`config.mk`:
```
export PLATFORM = sky130hd
export DESIGN_NAME = snn_seq_ctrl
export DESIGN_NICKNAME = d
export VERILOG_FILES = /design/src/rtl/snn_seq_ctrl.sv
export SDC_FILE = /design/constraint.sdc
export NUM_CORES = 1
export LEC_CHECK = 0
export BUFFER_PORTS_ARGS = -buffer_cell sky130_fd_sc_hd__buf_2
export CORE_UTILIZATION = 50
export CTS_CLUSTER_SIZE = 8
export DETAILED_ROUTE_END_ITERATION = 7
export GPL_TIMING_DRIVEN = 0
export PLACE_DENSITY = 0.74
export SKIP_LAST_GASP = 1
export SYNTH_ARGS = -nofsm -noshare
export SYNTH_HDL_FRONTEND = slang
export SYNTH_SLANG_ARGS = --single-unit
```
`constraint.sdc`:
```
create_clock -name clk -period 2.3 [get_ports clk]
set_clock_uncertainty 0.2 [all_clocks]
set_input_delay 0.115 -clock clk [delete_from_list [all_inputs] [get_ports clk]]
set_output_delay 0.115 -clock clk [all_outputs]
set_load 0.02 [all_outputs]
```
`src/rtl/snn_seq_ctrl.sv`:
```
// Sequencer for a spiking-network digit classifier.
// Loads a serial image byte by byte into a 1-bit pixel RAM, starts the
// inference core, waits for its result with a timeout, then sends one ASCII
// character back over the serial transmitter.
//
// Ports:
//   clk, rst_n            clock, asynchronous active-low reset
//   rx_rdy, rx_data       pending serial byte; rx_rdy_clr consumes it
//   core_addr             inference core's pixel RAM read address
//   ram_addr, ram_d,      pixel RAM port, shared between loader and core
//   ram_we
//   core_start            one-cycle inference start pulse
//   core_done, core_digit inference result strobe and classified digit
//   tx_busy, tx_start,    serial transmit handshake and byte
//   tx_data
//   digit                 last registered result
//   busy                  image loading or inference in flight
//   err                   last inference timed out or returned a bad digit
module snn_seq_ctrl #(
    parameter int unsigned IMG_BYTES   = 98,
    parameter int unsigned TIMEOUT_CYC = 65535
) (
    input  logic       clk,
    input  logic       rst_n,
    input  logic       rx_rdy,
    input  logic [7:0] rx_data,
    output logic       rx_rdy_clr,
    input  logic [9:0] core_addr,
    output logic [9:0] ram_addr,
    output logic       ram_d,
    output logic       ram_we,
    output logic       core_start,
    input  logic       core_done,
    input  logic [3:0] core_digit,
    input  logic       tx_busy,
    output logic       tx_start,
    output logic [7:0] tx_data,
    output logic [3:0] digit,
    output logic       busy,
    output logic       err
);

    localparam int unsigned BC_W = $clog2(IMG_BYTES + 1);
    localparam int unsigned TO_W = $clog2(TIMEOUT_CYC + 1);

    typedef enum logic [2:0] {
        LOAD,
        WRITE,
        START,
        WAIT,
        TX
    } state_t;

    state_t            state_q, state_d;
    logic [BC_W-1:0]   byte_cnt_q, byte_cnt_d;
    logic [2:0]        bit_cnt_q, bit_cnt_d;
    logic [7:0]        shift_q, shift_d;
    logic [TO_W-1:0]   tmo_q, tmo_d;
    logic [3:0]        digit_q, digit_d;
    logic [7:0]        tx_data_q, tx_data_d;
    logic              err_q, err_d;

    // State and datapath registers
    always_ff @(posedge clk or negedge rst_n) begin
        if (!rst_n) begin
            state_q    <= LOAD;
            byte_cnt_q <= '0;
            bit_cnt_q  <= '0;
            shift_q    <= '0;
            tmo_q      <= '0;
            digit_q    <= '0;
            tx_data_q  <= '0;
            err_q      <= 1'b0;
        end else begin
            state_q    <= state_d;
            byte_cnt_q <= byte_cnt_d;
            bit_cnt_q  <= bit_cnt_d;
            shift_q    <= shift_d;
            tmo_q      <= tmo_d;
            digit_q    <= digit_d;
            tx_data_q  <= tx_data_d;
            err_q      <= err_d;
        end
    end

    // Next-state, datapath updates and strobes
    always_comb begin
        state_d    = state_q;
        byte_cnt_d = byte_cnt_q;
        bit_cnt_d  = bit_cnt_q;
        shift_d    = shift_q;
        tmo_d      = tmo_q;
        digit_d    = digit_q;
        tx_data_d  = tx_data_q;
        err_d      = err_q;
        rx_rdy_clr = 1'b0;
        ram_addr   = core_addr;
        ram_d      = 1'b0;
        ram_we     = 1'b0;
        core_start = 1'b0;
        tx_start   = 1'b0;

        case (state_q)
            LOAD: begin
                ram_addr = 10'({byte_cnt_q, 3'b000});
                if (rx_rdy) begin
                    shift_d    = rx_data;
                    bit_cnt_d  = '0;
                    rx_rdy_clr = 1'b1;
                    state_d    = WRITE;
                end
            end
            WRITE: begin
                // Pixel address is byte_cnt*8 + bit_cnt, pixels LSB first
                ram_we    = 1'b1;
                ram_d     = shift_q[0];
                ram_addr  = 10'({byte_cnt_q, bit_cnt_q});
                shift_d   = {1'b0, shift_q[7:1]};
                bit_cnt_d = bit_cnt_q + 3'd1;
                if (bit_cnt_q == 3'd7) begin
                    if (byte_cnt_q == BC_W'(IMG_BYTES - 1)) begin
                        byte_cnt_d = '0;
                        state_d    = START;
                    end else begin
                        byte_cnt_d = byte_cnt_q + BC_W'(1);
                        state_d    = LOAD;
                    end
                end
            end
            START: begin
                core_start = 1'b1;
                tmo_d      = '0;
                err_d      = 1'b0;
                state_d    = WAIT;
            end
            WAIT: begin
                // core_done wins over a timeout expiring in the same cycle;
                // expiry happens in the TIMEOUT_CYC-th WAIT cycle
                if (core_done) begin
                    digit_d = core_digit;
                    if (core_digit <= 4'd9) begin
                        tx_data_d = 8'h30 + 8'(core_digit);
                    end else begin
                        tx_data_d = 8'h3F;
                        err_d     = 1'b1;
                    end
                    state_d = TX;
                end else if (tmo_q == TO_W'(TIMEOUT_CYC - 1)) begin
                    tx_data_d = 8'h45;
                    err_d     = 1'b1;
                    state_d   = TX;
                end else begin
                    tmo_d = tmo_q + TO_W'(1);
                end
            end
            TX: begin
                if (!tx_busy) begin
                    tx_start = 1'b1;
                    state_d  = LOAD;
                end
            end
            default: state_d = LOAD;
        endcase
    end

    assign busy    = !((state_q == LOAD) && (byte_cnt_q == '0));
    assign digit   = digit_q;
    assign tx_data = tx_data_q;
    assign err     = err_q;

endmodule

```
==> metrics.cfg, run 1 <==
[die]
die_y_um = 76.8
rows = 26
initial_core_util_pct = 53.4
die_area_um2 = 5890
io_pins = 56
core_area_um2 = 5240
dieWidth_um = 76.8

[worst_setup_path]
cp_num_cells = 7
cp_max_fo = 7
cp_cell_sequence = inv_1, ha_2, nand3_4, or4_4, buf_4, a21o_4, a21bo_1
start_kind = flop
worst_path_max_delay_cell = or4_4
worst-path-buf-inv = 2
end_kind = flop
crit_family = simple AND/OR/NAND/NOR gates
cp.required_ns = 2.31
cpPeakStageDelay_ns = 0.49
critical_path_class = reg2reg
worst_r2r_path_depth = 7
cp_data_arrival_time_ns = 2.23

[timing]
finalHoldViolCount = 0
period_needed_ns = 2.22
fin_crit_sh_pct = 96.5
rsz0062_at_grt = true
finalMaxSlewViolations = 0
setup_violations = 0
max_freq_mhz = 451
tns_ns = 0
relSlewSlack_pct = 27.5
hold_slack_ns = 0.0665
worst_pin_slew_ns = 1.09

[drt]
wl_per_cell_um = 15.3
drtIter0Drc = 192
routed_wirelength_um = 6950
via_per_inst = 5.80
drc = 0
ant_nets = 0
dr.pass1.iters = 4
vias = 2635

[power_and_ir_drop]
pwr-share-comb_pct = 36.0
internal_power_uw = 1650
power_density_nw_per_um2 = 760
p_switching_uw = 1010
vdd_drop_max_v = 0.000666
p_leak_uw = 0.00164
switching_share_pct = 37.9
seq_power_share_pct = 40.2
p_clk_share_pct = 23.8
power_uw = 2660

[cts]
htree_levels = 2
insertion_delay_ns = 0.31
clkTransAtPathRegs_ns = 0.09
cts-root-buf = clkbuf_8
cts.sinks = 48
cts_inserted_buffers = 5
cts_tree = built
max-clock-path-buffers = 2

[final_layout]
fin_cells = 454
fillers = 435
syn_to_final_growth_pct = 25.1
diodes = 0
finalNetCount = 417
layout-drive-gt1-share_pct = 25.5
finish.utilization_pct = 66.8

[logic_synthesis]
postSynthNetCount = 341
synth_seq_cells = 48
synth_cells = 307
synth_edf_count = 0
syn-cell-area_um2 = 2800
synthFlopType = dfrtp_1
synthDominantCellAreaShare_pct = 43.0
yosysTopAreaCell = dfrtp_1
synthDistinctLibCells = 50
async_flop_share_pct = 100
synth_common_cells = 48 x dfrtp_1, 48 x nand2_1, 22 x o21ai_0
synth.avg_cell_area_um2 = 9.10
ys_seq_area_share_pct = 43.0
yosysWarnings = 0
synthTopCellsByArea = dfrtp_1 43%, nand2_1 6.4%, mux2_2 4.0%

[global_route]
grt_overflow_total = 0
track_usage_pct = 25.1
grt_pass1_vias = 2525
grt_antenna_before_repair = 0
grt_pass1_wl_um = 11800
grt_start_max_net_pins = 49

[placed_design]
placed_cells = 430
dp.final_hpwl_um = 4530
port_buffers = 53
gp_congestion = 0.810

[status]
outcome = finished, final reports clean

[worst_hold_path]
hold_depth = 3
hp-class = in2reg

[flow_run]
max_cap_viol_count = 0

==> routing by layer <==
layer	track usage, %	wire length [um]	vias up
met3	3.81	372	7
met1	31.2	3070	1279
met4	6.35	72	0
met5	0	0	-
met2	45.1	3430	79
li1	-	-	1270
==> flip-flops by register name (all words and copies together) (netlist names) <==
signal      flops
err             1
shift_q         8
bit_cnt_q       3
state_q         3
tmo_q          16
digit           4
byte_cnt_q      7
tx_data         6
==> area by class of cell <==
type                            count  area (um^2)  share of cell area, %
Inverter                           12         47.5                   1.36
Clock buffer                        5         68.8                   1.97
Timing Repair Buffer               71          438                   12.5
Buffer                             19         98.8                   2.83
Multi-Input combinational cell    226         1510                   43.1
Tap cell                           70         87.6                   2.50
Clock inverter                      3         46.3                   1.32
Sequential cell                    48         1200                   34.3
==> kinds of logic (layout without fill, tap and decap cells) <==
group | after synthesis | in the layout | synth area share (%)
muxes | 19 | 19 | 7.25
buffers and inverters | 33 | 110 | 4.92
other | 1 | 1 | 0.134
adders and majority gates | 7 | 7 | 3.13
and+or+nand+nor | 136 | 136 | 26.2
xor gates and xnor gates | 2 | 2 | 0.627
DFF | 48 | 48 | 43.0
AOI/OAI and AO/OA | 61 | 61 | 14.7
==> placed cells by master (no fill, tap or decap), types with 2 or more instances in the layout <==
cell type | Yosys | routed
nand3_1 | 19 | 18
ha_1 | 7 | 6
nand2_1 | 48 | 48
nor3_1 | 6 | 6
clkbuf_1 | 15 | 5
xnor2_1 | 2 | 2
a31oi_1 | 4 | 4
or4_1 | 4 | 3
and3_1 | 6 | 6
o311ai_0 | 6 | 6
nor2b_1 | 3 | 3
buf_2 | 2 | 55
mux2i_1 | 9 | 9
a211o_1 | 2 | 2
nand2b_1 | 7 | 7
o311a_1 | 2 | 2
inv_1 | 12 | 11
buf_4 | 3 | 7
a221o_1 | 4 | 4
dfrtp_1 | 48 | 48
nor2_1 | 7 | 6
nand4_1 | 10 | 10
o21ai_0 | 22 | 22
dlygate4sd3_1 | 0 | 15
clkbuf_8 | 0 | 5
nor3b_1 | 7 | 7
mux2_2 | 10 | 10
o211ai_1 | 5 | 5
a21oi_1 | 7 | 7
clkbuf_2 | 0 | 8
and2_1 | 2 | 2
nor4_1 | 3 | 3
or3_1 | 5 | 5
==> through the flow <==
| step | worst slack [ns] | area, um^2 |
|---|---|---|
| after global placement | -0.00806 | 3150 |
| final | 0.0814 | 3500 |
| after global routing | -0.0336 | 3500 |
| after CTS | -0.0879 | 3420 |
| after floorplan | 0.269 | 2800 |
| after detailed placement | -0.0275 | 3150 |
==> worst paths after layout <==
check	start	endpoint	slack [ns]
setup / recovery	tmo_q[0]	tx_data[3]	0.08
hold / removal	core_done	digit[3]	0.07
setup reg to reg	tmo_q[0]	tx_data[3]	0.08
hold reg to reg	digit[3]	digit[3]	0.30
max in group asynchronous	rst_n	tmo_q[12]	0.89
min in group asynchronous	rst_n	byte_cnt_q[3]	0.34
==> power groups by stage <==
stage / clock, uW / combinational, uW / sequential (uW)
final: 633 / 958 / 1070
after global routing: 675 / 1070 / 1080
after CTS: 643 / 925 / 1060
after detailed placement: 0 / 902 / 1080
after global placement: 0 / 876 / 1070
after floorplan: 0 / 642 / 1050
==> tightest hold or removal path, cell delays in order <==
cell and delay (ns):
clkbuf_1 0.19, nand4_1 0.18, nand2_1 0.06
==> repair_timing <==
action,4_1_cts,5_1_grt
hold endpoints to repair,65,0
buffers inserted,0,3
hold buffers,15,0
pin swaps,0,1
resized for setup,4,24
setup endpoints to repair,16,44
(Power assumes the default switching activity.)
==> run 2: changes to the inputs <==
- CORE_ASPECT_RATIO: unset -> 1.5
- GPL_TIMING_DRIVEN: 0 -> unset
==> run 2 against run 1 <==
Net effect:
- via count shrank 1.9%
- sequential cell count is the same
- core utilization shrank 2.3 points
- setup slack gained 0.079 ns
- non-clock buffer count shrank 3
- first-iteration DRC count grew 6.3%
- final area shrank 0.21%
- clock power grew 16%
- routed wire length shrank 3.4%
- worst hold slack gained 0.19 ns
- sequential share of layout area grew 0.11 points
- global-route usage shrank 0.27 points
- largest power group unchanged
- highest routed layer unchanged
==> metrics.cfg, run 2 (same netlist as run 1, synthesis figures left out) <==
[cts]
cts.sinks = 48  ; unchanged
max-clock-path-buffers = 2  ; unchanged
cts_inserted_buffers = 5  ; unchanged
post_cts_buffers = 0  ; unchanged
clkTransAtPathRegs_ns = 0.09  ; about the same
cts-root-buf = clkbuf_8  ; unchanged
insertion_delay_ns = 0.30  ; was 0.31 ns
cts_tree = built  ; unchanged
htree_levels = 2  ; unchanged

[power_and_ir_drop]
power_density_nw_per_um2 = 780  ; was 760 nW/um^2
vdd_drop_max_v = 0.000670  ; was 0.000666 V
power_uw = 2720  ; was 2660 uW
p_leak_uw = 0.00165  ; was 0.00164 uW

[drt]
ant_nets = 0  ; unchanged
dr.pass1.iters = 4  ; unchanged
drc = 0  ; unchanged
drtIter0Drc = 204  ; was 192
routed_wirelength_um = 6710  ; was 6950 um
wl_per_cell_um = 14.9  ; was 15.3 um
vias = 2585  ; was 2635
via_per_inst = 5.73  ; was 5.80

[die]
die_y_um = 93.6  ; was 76.8 um
initial_core_util_pct = 51.7  ; was 53.4%
die_area_um2 = 5900  ; was 5890 um^2
rows = 33  ; was 26
dieWidth_um = 63.1  ; was 76.8 um
core_area_um2 = 5410  ; was 5240 um^2
io_pins = 56  ; unchanged

[timing]
finalHoldViolCount = 0  ; unchanged
finalMaxSlewViolations = 0  ; unchanged
max_freq_mhz = 467  ; was 451 MHz
rsz0062_at_grt = false  ; was true
tns_ns = 0  ; unchanged
setup_ws_ns = 0.160  ; was 0.0814 ns
period_needed_ns = 2.14  ; was 2.22 ns
relSlewSlack_pct = 43.1  ; was 27.5%
fin_crit_sh_pct = 93.0  ; was 96.5%
hold_slack_ns = 0.254  ; was 0.0665 ns
worst_pin_slew_ns = 0.853  ; was 1.09 ns
setup_violations = 0  ; unchanged

[global_route]
grt_start_max_net_pins = 39  ; was 49
track_usage_pct = 24.8  ; was 25.1%
grt_pass1_wl_um = 11500  ; was 11800 um
grt_overflow_total = 0  ; unchanged
grt_pass1_vias = 2519  ; was 2525
grt_antenna_before_repair = 0  ; unchanged

[final_layout]
finish.utilization_pct = 64.5  ; was 66.8%
fillers = 453  ; was 435
finalNetCount = 414  ; was 417
final_cell_mix = 54 x buf_2, 48 x nand2_1, 47 x dfrtp_1, 22 x o21ai_0, 19 x nand3_1  ; was 55 x buf_2, 48 x nand2_1, 48 x dfrtp_1, 22 x o21ai_0, 18 x nand3_1
diodes = 0  ; unchanged
layout-drive-gt1-share_pct = 24.7  ; was 25.5%
largest_reg_flops = 16  ; unchanged
reg_top3 = tmo_q (16), shift_q (8), byte_cnt_q (7)  ; unchanged
layout_commonest_cell = buf_2  ; unchanged
regMostFlops = tmo_q  ; unchanged
syn_to_final_growth_pct = 24.8  ; was 25.1%

[worst_setup_path]
cp_max_fo = 11  ; was 7
critical_path_class = reg2reg  ; unchanged
crit_path_end = tmo_q[8]  ; was tx_data[3]
rrSetupSlack_ns = 0.16  ; was 0.08 ns
cp_data_arrival_time_ns = 2.10  ; was 2.23 ns
crit_start = tmo_q[0]  ; unchanged
worstReg2RegEnd = tmo_q[8]  ; was tx_data[3]
end_kind = flop  ; unchanged
start_kind = flop  ; unchanged
reg2reg_from = tmo_q[0]  ; unchanged
cp.required_ns = 2.26  ; was 2.31 ns
worst_r2r_path_depth = 7  ; unchanged

[flow_run]
max_cap_viol_count = 0  ; unchanged

[placed_design]
place_ws_ns = 0.185  ; was -0.0275 ns
dp.final_hpwl_um = 4670  ; was 4530 um
port_buffers = 54  ; was 53
gp_congestion = 0.816  ; was 0.810

[status]
outcome = finished, final reports clean  ; unchanged

[worst_hold_path]
hp-class = in2async  ; was in2reg

## run 2: changes by cell type in the layout (fill, tap and decap cells not counted), sizes merged
| cell | delta |
|---|---|
| buf | +9 |
| bufinv | +1 |
| clkbuf | -13 |
| clkinvlp | -1 |
| dlygate4sd3 | +1 |
## run 2: worst min-delay path by stage
stage | startpoint | to | cells after the start
after floorplan | rst_n | bit_cnt_q[0] | 0
after global placement | rst_n | tmo_q[11] | 1
after detailed placement | rst_n | tmo_q[7] | 1
after CTS | rst_n | tmo_q[9] | 2
after global routing | tx_data[1] | tx_data[1] | 1
final | rst_n | byte_cnt_q[6] | 2
## run 2: worst max-delay path, stage by stage (launching register included)
cell      delay, ns
dfrtp_1        0.41
inv_1          0.08
ha_1           0.20
nand3_1        0.13
nor4_1         0.08
buf_4          0.17
or3_1          0.34
o311ai_0       0.40
## run 2: timing repair
item                       CTS  global route
cloned                       0             0
resized for setup            1             1
setup endpoints to repair    1             1
hold buffers                16             0
hold endpoints to repair    53             0
## run 2: per-layer routing
layer / part of all wire, % / vias to the layer above / global-route usage [%]
met5: 0 / - / 0
met4: 1.9 / 0 / 10.5
met3: 2.7 / 12 / 3.17
met2: 55 / 62 / 45.8
met1: 40 / 1245 / 28.2
li1: - / 1266 / -
## run 2: cell type report
type / count / area, um^2 / area share (%)
clock buffer: 5 / 68.8 / 1.97
tap: 70 / 87.6 / 2.51
timing repair buffer: 87 / 558 / 16.0
multi-input combinational: 226 / 1460 / 41.8
sequential: 48 / 1200 / 34.5
inverter: 12 / 45.0 / 1.29
clock inverter: 3 / 68.8 / 1.97
## run 2: through the flow
step / cells / area (um^2)
after detailed placement: 427 / 3190
final: 451 / 3490
after floorplan: 307 / 2800
after global routing: 451 / 3490
after global placement: 427 / 3190
after CTS: 451 / 3490
## run 2: power breakdown
| group | switching (uW) | total, uW | internal (uW) |
|---|---|---|---|
| logic | 524 | 896 | 371 |
| clock network | 298 | 736 | 438 |
| registers | 135 | 1090 | 955 |
| total | 957 | 2720 | 1760 |
